--- src/rtl/gnn_node_if.sv ---
// Handshake and data bundle for gnn_node_engine: graph/weight load port, per-node result stream
// and status.
interface gnn_node_if #(
   parameter int unsigned N_NODES = 4,
   parameter int unsigned N_FEAT  = 4,
   parameter int unsigned N_HID   = 4,
   parameter int unsigned N_OUT   = 2,
   parameter int unsigned IN_W    = 5,
   parameter int unsigned W_W     = 5
) ();
   localparam int unsigned AGG_W = IN_W + $clog2(N_NODES);
   localparam int unsigned HID_W = AGG_W + W_W + $clog2(N_FEAT);
   localparam int unsigned OUT_W = HID_W + W_W + $clog2(N_HID);

   logic                              in_valid;
   logic                              in_ready;
   logic [N_NODES*N_FEAT*IN_W-1:0]    x_flat;
   logic [N_NODES*N_NODES-1:0]        adj;
   logic [N_FEAT*N_HID*W_W-1:0]       w1_flat;
   logic [N_HID*N_OUT*W_W-1:0]        w2_flat;
   logic                              out_valid;
   logic                              out_ready;
   logic [$clog2(N_NODES)-1:0]        out_node;
   logic                              out_last;
   logic [N_OUT*OUT_W-1:0]            out_data;
   logic                              busy;

   modport slave (
      input  in_valid, x_flat, adj, w1_flat, w2_flat, out_ready,
      output in_ready, out_valid, out_node, out_last, out_data, busy
   );

   modport master (
      output in_valid, x_flat, adj, w1_flat, w2_flat, out_ready,
      input  in_ready, out_valid, out_node, out_last, out_data, busy
   );
endinterface

--- src/rtl/gnn_node_engine.sv ---
// Time-multiplexed GNN node engine: per node, aggregate neighbour features over the adjacency
// mask, then run a two-layer unsigned MAC and stream one result vector per node.
module gnn_node_engine #(
   parameter int unsigned N_NODES  = 4,
   parameter int unsigned N_FEAT   = 4,
   parameter int unsigned N_HID    = 4,
   parameter int unsigned N_OUT    = 2,
   parameter int unsigned IN_W     = 5,
   parameter int unsigned W_W      = 5,
   parameter int unsigned AGG_MODE = 0
) (
   input logic        clk,
   input logic        rst,
   gnn_node_if.slave  bus
);
   localparam int unsigned AGG_W    = IN_W + $clog2(N_NODES);
   localparam int unsigned HID_W    = AGG_W + W_W + $clog2(N_FEAT);
   localparam int unsigned OUT_W    = HID_W + W_W + $clog2(N_HID);
   localparam int unsigned NODE_W   = $clog2(N_NODES);
   localparam int unsigned STEP_MAX = (N_NODES > N_FEAT) ? ((N_NODES > N_HID) ? N_NODES : N_HID)
                                                         : ((N_FEAT > N_HID) ? N_FEAT : N_HID);
   localparam int unsigned STEP_W   = $clog2(STEP_MAX + 1);

   typedef enum logic [2:0] {StIdle, StAgg, StL1, StL2, StOut} state_e;

   state_e                            state_q, state_d;
   logic [NODE_W-1:0]                 node_q, node_d;
   logic [STEP_W-1:0]                 step_q, step_d;
   logic [N_NODES*N_FEAT*IN_W-1:0]    x_q, x_d;
   logic [N_NODES*N_NODES-1:0]        adj_q, adj_d;
   logic [N_FEAT*N_HID*W_W-1:0]       w1_q, w1_d;
   logic [N_HID*N_OUT*W_W-1:0]        w2_q, w2_d;
   logic [N_FEAT-1:0][AGG_W-1:0]      agg_q, agg_d;
   logic [N_HID-1:0][HID_W-1:0]       hid_q, hid_d;
   logic [N_OUT-1:0][OUT_W-1:0]       acc_q, acc_d;

   // Operands selected by the current node/step.
   logic [N_FEAT*IN_W-1:0]            x_row;
   logic [N_FEAT-1:0][AGG_W-1:0]      x_ext;
   logic                              adj_bit;
   logic [N_HID*W_W-1:0]              w1_row;
   logic [N_OUT*W_W-1:0]              w2_row;
   logic [AGG_W-1:0]                  agg_cur;
   logic [HID_W-1:0]                  hid_cur;
   logic [STEP_W-1:0]                 last_step;
   logic                              step_done;

   assign x_row   = x_q[int'(step_q)*N_FEAT*IN_W +: N_FEAT*IN_W];
   assign adj_bit = adj_q[int'(node_q)*N_NODES + int'(step_q)];
   assign w1_row  = w1_q[int'(step_q)*N_HID*W_W +: N_HID*W_W];
   assign w2_row  = w2_q[int'(step_q)*N_OUT*W_W +: N_OUT*W_W];
   assign agg_cur = agg_q[int'(step_q)];
   assign hid_cur = hid_q[int'(step_q)];

   always_comb begin
      x_ext = '0;
      for (int f = 0; f < N_FEAT; f++) x_ext[f] = AGG_W'(x_row[f*IN_W +: IN_W]);
   end

   always_comb begin
      last_step = '0;
      unique case (state_q)
         StAgg:   last_step = STEP_W'(N_NODES - 1);
         StL1:    last_step = STEP_W'(N_FEAT - 1);
         StL2:    last_step = STEP_W'(N_HID - 1);
         default: last_step = '0;
      endcase
   end
   assign step_done = (step_q == last_step);

   always_comb begin
      state_d = state_q;
      node_d  = node_q;
      step_d  = step_q;
      x_d     = x_q;
      adj_d   = adj_q;
      w1_d    = w1_q;
      w2_d    = w2_q;
      agg_d   = agg_q;
      hid_d   = hid_q;
      acc_d   = acc_q;
      unique case (state_q)
         StIdle: begin
            if (bus.in_valid) begin
               x_d     = bus.x_flat;
               adj_d   = bus.adj;
               w1_d    = bus.w1_flat;
               w2_d    = bus.w2_flat;
               node_d  = '0;
               step_d  = '0;
               agg_d   = '0;
               state_d = StAgg;
            end
         end
         StAgg: begin
            // Starting from zero, max over unsigned values also covers the no-neighbour case.
            if (adj_bit) begin
               for (int f = 0; f < N_FEAT; f++) begin
                  if (AGG_MODE == 0) agg_d[f] = agg_q[f] + x_ext[f];
                  else if (x_ext[f] > agg_q[f]) agg_d[f] = x_ext[f];
               end
            end
            if (step_done) begin
               step_d  = '0;
               hid_d   = '0;
               state_d = StL1;
            end else begin
               step_d = step_q + STEP_W'(1);
            end
         end
         StL1: begin
            for (int h = 0; h < N_HID; h++)
               hid_d[h] = hid_q[h] + HID_W'(agg_cur) * HID_W'(w1_row[h*W_W +: W_W]);
            if (step_done) begin
               step_d  = '0;
               acc_d   = '0;
               state_d = StL2;
            end else begin
               step_d = step_q + STEP_W'(1);
            end
         end
         StL2: begin
            for (int o = 0; o < N_OUT; o++)
               acc_d[o] = acc_q[o] + OUT_W'(hid_cur) * OUT_W'(w2_row[o*W_W +: W_W]);
            if (step_done) begin
               step_d  = '0;
               state_d = StOut;
            end else begin
               step_d = step_q + STEP_W'(1);
            end
         end
         StOut: begin
            if (bus.out_ready) begin
               if (node_q == NODE_W'(N_NODES - 1)) begin
                  node_d  = '0;
                  state_d = StIdle;
               end else begin
                  node_d  = node_q + NODE_W'(1);
                  agg_d   = '0;
                  state_d = StAgg;
               end
            end
         end
         default: state_d = StIdle;
      endcase
   end

   always_ff @(posedge clk) begin
      if (rst) begin
         state_q <= StIdle;
         node_q  <= '0;
         step_q  <= '0;
         x_q     <= '0;
         adj_q   <= '0;
         w1_q    <= '0;
         w2_q    <= '0;
         agg_q   <= '0;
         hid_q   <= '0;
         acc_q   <= '0;
      end else begin
         state_q <= state_d;
         node_q  <= node_d;
         step_q  <= step_d;
         x_q     <= x_d;
         adj_q   <= adj_d;
         w1_q    <= w1_d;
         w2_q    <= w2_d;
         agg_q   <= agg_d;
         hid_q   <= hid_d;
         acc_q   <= acc_d;
      end
   end

   assign bus.in_ready  = (state_q == StIdle) && !rst;
   assign bus.out_valid = (state_q == StOut);
   assign bus.out_node  = node_q;
   assign bus.out_last  = (state_q == StOut) && (node_q == NODE_W'(N_NODES - 1));
   assign bus.out_data  = (state_q == StOut) ? acc_q : '0;
   assign bus.busy      = (state_q != StIdle);
endmodule

--- src/flat_wrapper.sv ---
// flat-port wrapper written by rule: the top's interface ports become plain ports
module gnn_node_engine_flat 
#(
   parameter int unsigned N_NODES  = 4,
   parameter int unsigned N_FEAT   = 4,
   parameter int unsigned N_HID    = 4,
   parameter int unsigned N_OUT    = 2,
   parameter int unsigned IN_W     = 5,
   parameter int unsigned W_W      = 5,
   parameter int unsigned AGG_MODE = 0
)
  (clk, rst, bus_in_valid, bus_x_flat, bus_adj, bus_w1_flat, bus_w2_flat, bus_out_ready, bus_in_ready, bus_out_valid, bus_out_node, bus_out_last, bus_out_data, bus_busy);
  gnn_node_if #(.N_NODES(N_NODES), .N_FEAT(N_FEAT), .N_HID(N_HID), .N_OUT(N_OUT), .IN_W(IN_W), .W_W(W_W)) bus_i ();
  input logic clk;
  input logic rst;
  input wire logic [$bits(bus_i.in_valid)-1:0] bus_in_valid;
  input wire logic [$bits(bus_i.x_flat)-1:0] bus_x_flat;
  input wire logic [$bits(bus_i.adj)-1:0] bus_adj;
  input wire logic [$bits(bus_i.w1_flat)-1:0] bus_w1_flat;
  input wire logic [$bits(bus_i.w2_flat)-1:0] bus_w2_flat;
  input wire logic [$bits(bus_i.out_ready)-1:0] bus_out_ready;
  output wire logic [$bits(bus_i.in_ready)-1:0] bus_in_ready;
  output wire logic [$bits(bus_i.out_valid)-1:0] bus_out_valid;
  output wire logic [$bits(bus_i.out_node)-1:0] bus_out_node;
  output wire logic [$bits(bus_i.out_last)-1:0] bus_out_last;
  output wire logic [$bits(bus_i.out_data)-1:0] bus_out_data;
  output wire logic [$bits(bus_i.busy)-1:0] bus_busy;
  assign bus_i.in_valid = bus_in_valid;
  assign bus_i.x_flat = bus_x_flat;
  assign bus_i.adj = bus_adj;
  assign bus_i.w1_flat = bus_w1_flat;
  assign bus_i.w2_flat = bus_w2_flat;
  assign bus_i.out_ready = bus_out_ready;
  assign bus_in_ready = bus_i.in_ready;
  assign bus_out_valid = bus_i.out_valid;
  assign bus_out_node = bus_i.out_node;
  assign bus_out_last = bus_i.out_last;
  assign bus_out_data = bus_i.out_data;
  assign bus_busy = bus_i.busy;
  gnn_node_engine #(.N_NODES(N_NODES), .N_FEAT(N_FEAT), .N_HID(N_HID), .N_OUT(N_OUT), .IN_W(IN_W), .W_W(W_W), .AGG_MODE(AGG_MODE)) u_core (.clk(clk), .rst(rst), .bus(bus_i));
endmodule
--- config.mk ---
export PLATFORM = sky130hd
export DESIGN_NAME = gnn_node_engine_flat
export DESIGN_NICKNAME = d
export VERILOG_FILES = /design/src/rtl/gnn_node_if.sv /design/src/rtl/gnn_node_engine.sv /design/src/flat_wrapper.sv
export SDC_FILE = /design/constraint.sdc
export NUM_CORES = 2
export LEC_CHECK = 0
export CORE_MARGIN = 2
export CORE_UTILIZATION = 59
export DETAILED_ROUTE_END_ITERATION = 8
export PLACE_DENSITY = 0.94
export SYNTH_ARGS = -nofsm -noshare
export SYNTH_HDL_FRONTEND = slang
export SYNTH_SLANG_ARGS = --single-unit
export TNS_END_PERCENT = 30
--- constraint.sdc ---
create_clock -name clk -period 7 [get_ports clk]
set_input_delay 1.4 -clock clk [delete_from_list [all_inputs] [get_ports clk]]
set_output_delay 1.4 -clock clk [all_outputs]
set_load 0.02 [all_outputs]
# After elaboration in Yosys (flattened, before gate mapping)
# Cells that the tools add are included.
[totals] rom_bits=0 latchBits=0 wordCells=105 mem_count=0 ramBits=0 reg_bits=350 in_bits=220
[classes] mul=8 n_addsub=13 reduce_logical=18 n_div=0 eq_ne=13 magnitude_cmp=2 shift=3 muxes=31 bitwise_logic=0
[op_table] op="$mux W28" n=4
[op_table] op="$pmux W56 S2" n=1
[op_table] op="$mux W42" n=2
[op_table] op="$pmux W28 S3" n=1
[op_table] op="$pmux W42 S2" n=1
[op_table] op="$shiftx A80 B10 Y20" n=1
[op_table] op="$shiftx A80 B9 Y20" n=1
[op_table] op="$add A14 B12 Y14" n=4
[op_table] op="$mux W56" n=1
[op_table] op="$mul A7 B5 Y12" n=4
[op_table] op="$add A21 B19 Y21" n=2
[op_table] op="$shiftx A40 B9 Y10" n=1
[op_table] op="$mul A14 B5 Y19" n=2
[op_table] op="$lt A32 B5 Y1 const B" n=1
[op_table] op="$add A7 B5 Y7" n=4
[op_table] op="$bmux W14 S2" n=1
[op_table] op="$mux W3" n=7
[op_table] op="$pmux W3 S5" n=1
[op_table] op="$bmux W7 S2" n=1
[op_table] op="$mux W14" n=1
[op_table] op="$mul A3 B3 Y6 const B" n=2
[op_table] op="$reduce_and A5 Y1" n=2
[op_table] op="$mux W2" n=4
[op_table] op="$ne A2 B1 Y1 const B" n=4
[op_table] op="23 further kinds" n=35

# Depth between registers and ports, before layout
[logic_depth] ltp_word=6 depth_mapped=23

# Least setup slack after synthesis
# OpenSTA, ideal clock, no wires.
[synth_timing] kind="reg2reg" startpoint="reg u_core.step_q[1]" endpoint="reg u_core.acc_q[20] in the netlist's numbering" required_ns=6.877 path_slack_ns=1.307 path_buffers=4 period_less_slack_ns=5.693 t_arrival_ns=5.569 path_stages_with_launch=22 cell_sequence="dfxtp_1 -> buf_2 -> buf_2 -> buf_2 -> buf_4 -> mux2i_1 -> a211oi_1 -> nand2_1 -> fa_1 -> inv_1 -> fa_1 -> inv_1 -> fa_1 -> inv_1 -> ha_1 -> o21ai_0 -> o21bai_1 -> o41a_1 -> a311o_1 -> o211ai_1 -> a21oi_1 -> mux2_1"
[synth_via] elab_chain_len=5 elab_cells_between_ends=10 classes_between="add/sub: 1; mul: 2; eq/ne: 2; shift: 1; mux: 3; reduce/logical: 1"
[synth_rtl] item="start: declaration" line_no="gnn_node_engine.sv:28" source="logic [STEP_W-1:0] step_q, step_d;"
[synth_rtl] item="start signal: assignment" line_no="gnn_node_engine.sv:163" source="step_q <= step_d;"
[synth_rtl] item="$mul A3 B3 Y6 / $bmux W14 S2 (equally long branches)" line_no="gnn_node_engine.sv:51, gnn_node_engine.sv:53"
[synth_rtl] item="$shiftx A40 B9 Y10 / $mux W14 (equally long branches)" line_no="gnn_node_engine.sv:51, gnn_node_engine.sv:53"
[synth_rtl] item="$mul A14 B5 Y19" line_no="gnn_node_engine.sv:124" source="acc_d[o] = acc_q[o] + OUT_W'(hid_cur) * OUT_W'(w2_row[o*W_W +: W_W]);"
[synth_rtl] item="$add A21 B19 Y21" line_no="gnn_node_engine.sv:124"
[synth_rtl] item="$pmux W42 S2" line_no="gnn_node_engine.sv:82" source="unique case (state_q)"
[synth_rtl] item="end signal: assignment" line_no="gnn_node_engine.sv:159" source="acc_q <= '0;"
[synth_rtl] item="end signal: assignment" line_no="gnn_node_engine.sv:170" source="acc_q <= acc_d;"
[synth_rtl] item="end: declaration" line_no="gnn_node_engine.sv:35" source="logic [N_OUT-1:0][OUT_W-1:0] acc_q, acc_d;"
# Parallel ways exist; a longest one is shown, timed or not. The select of a mux whose other input is x is not followed.
# A chain may end at the register's enable or synchronous reset.

# Worst setup path after layout
[layout_timing] startpoint="reg u_core.step_q[1]" endpoint="reg u_core.hid_q[24] in the netlist's numbering"
[layout_via] elab_chain_len=5 elab_cells_between_ends=10 classes_between="add/sub: 1; mul: 2; eq/ne: 2; shift: 1; mux: 3; reduce/logical: 1"
[layout_rtl] item="$mul A3 B3 Y6 / $bmux W7 S2 (equally long branches)" line_no="gnn_node_engine.sv:50, gnn_node_engine.sv:52"
[layout_rtl] item="$shiftx A80 B10 Y20 / $mux W7 (equally long branches)" line_no="gnn_node_engine.sv:50, gnn_node_engine.sv:52"
[layout_rtl] item="$mul A7 B5 Y12" line_no="gnn_node_engine.sv:113" source="hid_d[h] = hid_q[h] + HID_W'(agg_cur) * HID_W'(w1_row[h*W_W +: W_W]);"
[layout_rtl] item="$add A14 B12 Y14" line_no="gnn_node_engine.sv:113"
[layout_rtl] item="$pmux W56 S2" line_no="gnn_node_engine.sv:82"
[layout_rtl] item="end signal: assignment" line_no="gnn_node_engine.sv:169" source="hid_q <= hid_d;"
[layout_rtl] item="end: declaration" line_no="gnn_node_engine.sv:34" source="logic [N_HID-1:0][HID_W-1:0] hid_q, hid_d;"
# Parallel ways exist; a longest one is shown, timed or not. The select of a mux whose other input is x is not followed.

==> reports/qor.csv <==
stage,metric,value,unit
placed_design,Routability Congestion,0.9999,
placed_design,detailed placement HPWL,54190,um
die,die footprint,0.04541,mm^2
die,core area,0.04308,mm^2
cts,"Hold-fix buffers, CTS",0,
die,Die Height,213.1,um
final_layout,layout cells sized above 1,0.07572,
drt,total routed wirelength,76000,um
grt,number of antenna violations at the first check in global routing,4,
critical_path,Critical Path Max Stage Delay,1010,ps
critical_path,WP data required,7460,ps
critical_path,critical path capture point type,flip-flop,
synthesis,count of different cell masters after synthesis,66,
synthesis,Syn Nets,3642,
die,Initial Utilization,0.5988,
drt,routed vias,23210,
critical_path,crit-path leading delay family,adder cells,
synthesis,register area share after synthesis,0.2716,
placed_design,"worst slack, placed",905.2,ps
drt,Residual DRC,0,
critical_path,"most used cell, CP",fa_1,
timing,minimum clock period,6252,ps
drt,drt pass-1 iters,9,
synthesis,"Warnings, synthesis",0,
drt,routed vias/inst,6.052,
die,io pins,268,
power_and_ir_drop,pwr/cell area,177.0,mW/mm^2
critical_path,"reg-to-reg slack, setup",750,ps
timing,RSZ-0062 raised after global routing,false,
timing,count of final hold-check violations,0,
cts,Max H-tree Level,2,
timing,period utilization,0.8931,
grt,largest net degree at the start of global routing,173,
placed_design,IO buf count,267,
power_and_ir_drop,switching part of the total,0.2869,
critical_path,crit-path cells,"buf_4, mux4_2, nand2b_1, nor2_1, fa_1, inv_1, fa_1, inv_1, fa_1, ha_1, nor2b_1, o21ai_1, a21boi_0, o21a_1, o311a_1, or3_1, a32o_1",
timing,slack of the critical path,748.4,ps
synthesis,most area-hungry cell type in the Yosys netlist,dfxtp_1,
drt,drt wl/cell,19.81,um
synthesis,top_reg_cell synth,dfxtp_1,
timing,Layout Skew,45.58,ps
power_and_ir_drop,Tot Pwr,0.005351,W
flow_run,max-cap violations,0,
cts,Max Buffers Root-to-Sink,3,
critical_path,Setup crit start kind,flip-flop,
cts,cts repair resizes,0,
synthesis,Mapped Area,0.02580,mm^2
power_and_ir_drop,Psw,0.001535,W
cts,CTS sink cnt,350,
critical_path,CP bufs+invs,3,
cts,post-CTS setup buffer count,0,
synthesis,"EDFF count, synth",0,
synthesis,Synth area leaders,"dfxtp_1 (27%), fa_1 (16%), ha_1 (8.2%), nand2_1 (8.0%), a21oi_1 (5.7%)",
critical_path,Critical-path top delay cell,dfxtp_4,
power_and_ir_drop,Max IR drop VDD,0.1844,mV
timing,Max Slew Vio Count,0,
synthesis,ys async rst share,0,
power_and_ir_drop,combinational share of power,0.174,
final_layout,Nets,3818,
drt,DRT antenna net count,0,
grt,Total GRT Usage,0.3403,
final_layout,"most common cell after layout, fill and taps aside",nand2_1,
power_and_ir_drop,Clk pwr share,0.424,
timing,setup TNS,0,ps
power_and_ir_drop,Reg power frac,0.402,
synthesis,Synth Register Bits,350,
critical_path,Crit Path Max Fanout,64,
synthesis,share of the synthesized area in the top cell type,0.2716,
cts,clock slew at reported path FFs,60,ps
timing,worst slew pin tran,1013,ps
cts,CTS tree,built,
grt,GRT Residual Overflow,0,
worst_hold_path,worst hold path type,flip-flop to flip-flop,
outcome,status,completed,
final_layout,Layout area overhead,17.18,%
cts,"Clk Latency, worst-skew pair",600,ps
synthesis,Post-Synthesis Cells,3043,
die,die width,213.1,um
final_layout,most frequent cells in the layout,"nand2_1 (547), dfxtp_1 (347), nor2_1 (327)",
cts,TritonCTS Buffers,39,
critical_path,Arrival @ worst endpoint,6720,ps
power_and_ir_drop,cell-internal power,0.003816,W
critical_path,CP Class,flip-flop to flip-flop,
power_and_ir_drop,leakage,13.15,nW
drt,initial drt markers,2528,
die,Core Rows,76,
final_layout,fillers,2917,
timing,maximum clock frequency,0.1600,GHz
timing,# setup viols final,0,
grt,number of global-route vias before repair,23980,
synthesis,mean post-synth cell area,8.477,um^2
timing,Max-slew headroom,0.3199,
grt,first-pass GRT wire length,121800,um
cts,Root Driver,clkbuf_16,
## per-stage QoR
step           utilization  cell area (um^2)  hold slack, ps  instances
5_1_grt             0.7016             30220           464.2       3834
6_report            0.7017             30230           452.4       3836
3_3_place_gp        0.6694             28840           433.4       3763
2_1_floorplan            -             25800           425.0       3043
3_5_place_dp        0.6694             28840           443.1       3763
4_1_cts             0.7016             30220           453.9       3834
## cells in the mapped netlist, drive strengths merged, types with 6 or more instances
cell type	count
nand3b	6
nor3	20
a21o	40
buf	30
mux2i	23
o21bai	7
a31oi	8
or3	14
xnor2	35
and3	25
or2	31
dfxtp	350
nor2b	46
a211oi	35
a211o	6
a22oi	43
a21oi	312
nand2	548
nand3	17
nor2	328
o21a	20
nand4	6
and2	6
o21ai	89
a22o	14
nand2b	55
a21boi	10
mux2	20
clkbuf	142
inv	251
mux4	52
a32o	9
fa	210
xor2	26
ha	169
## metal layers
metal,part of all wire,track usage
met1,0.37,0.4025
met2,0.47,0.5544
met3,0.098,0.08545
met4,0.067,0.2158
met5,0.00036,0
## final timing paths
kind / to / cells after the start / from
worst min-delay path: u_core.w2_q[18]$_SDFFE_PP0P_ / 2 / u_core.w2_q[18]$_SDFFE_PP0P_
worst min register to register: u_core.w2_q[18]$_SDFFE_PP0P_ / 2 / u_core.w2_q[18]$_SDFFE_PP0P_
worst max-delay path: u_core.hid_q[24]$_SDFFE_PP0P_ / 17 / u_core.step_q[1]$_SDFFE_PP0P_
worst max register to register: u_core.hid_q[24]$_SDFFE_PP0P_ / 17 / u_core.step_q[1]$_SDFFE_PP0P_
## power groups by stage
stage | sequential [W] | combinational [W] | clock, W
floorplan | 0.00215 | 0.000604 | 0
global placement | 0.00218 | 0.000866 | 0
detailed placement | 0.00219 | 0.000899 | 0
CTS | 0.00215 | 0.000914 | 0.00226
global route | 0.00216 | 0.00102 | 0.00235
finish | 0.00215 | 0.000933 | 0.00227
## logic make-up after synthesis
logic type      Yosys count  share of synthesized area
mux                      95                    0.06349
compound gates          626                     0.1494
simple gates           1109                     0.1853
xor+xnor                 61                    0.02071
flops                   350                     0.2716
buf+inv                 423                    0.06456
fa+ha+maj               379                     0.2449
## flip-flops by register name, summed over array words and instances (netlist names)
signal and cells:
u_core.acc_q 42, u_core.adj_q 16, u_core.agg_q 28, u_core.bus.out_node 2
u_core.hid_q 56, u_core.state_q 3, u_core.step_q 3, u_core.w1_q 80
u_core.w2_q 40, u_core.x_q 80
## cell type report
| class | count | area, um^2 | area share |
|---|---|---|---|
| antenna | 2 | 5.005 | 0.0001656 |
| clock buffer | 53 | 1120 | 0.03705 |
| clock inverter | 18 | 266.5 | 0.008817 |
| inverter | 251 | 942.2 | 0.03117 |
| multi-input combinational | 2270 | 17140 | 0.5671 |
| sequential | 350 | 7015 | 0.2321 |
| tap | 585 | 732.0 | 0.02422 |
| timing repair buffer | 307 | 3003 | 0.09935 |
## worst min-delay path, delay by kind of cell (launching register included)
kind | cells | cell delay (ps)
AO/OA/AOI/OAI | 1 | 50
flip-flops | 1 | 310
AND/OR/NAND/NOR | 1 | 50
Note: power is estimated with default switching activity, not from simulation.
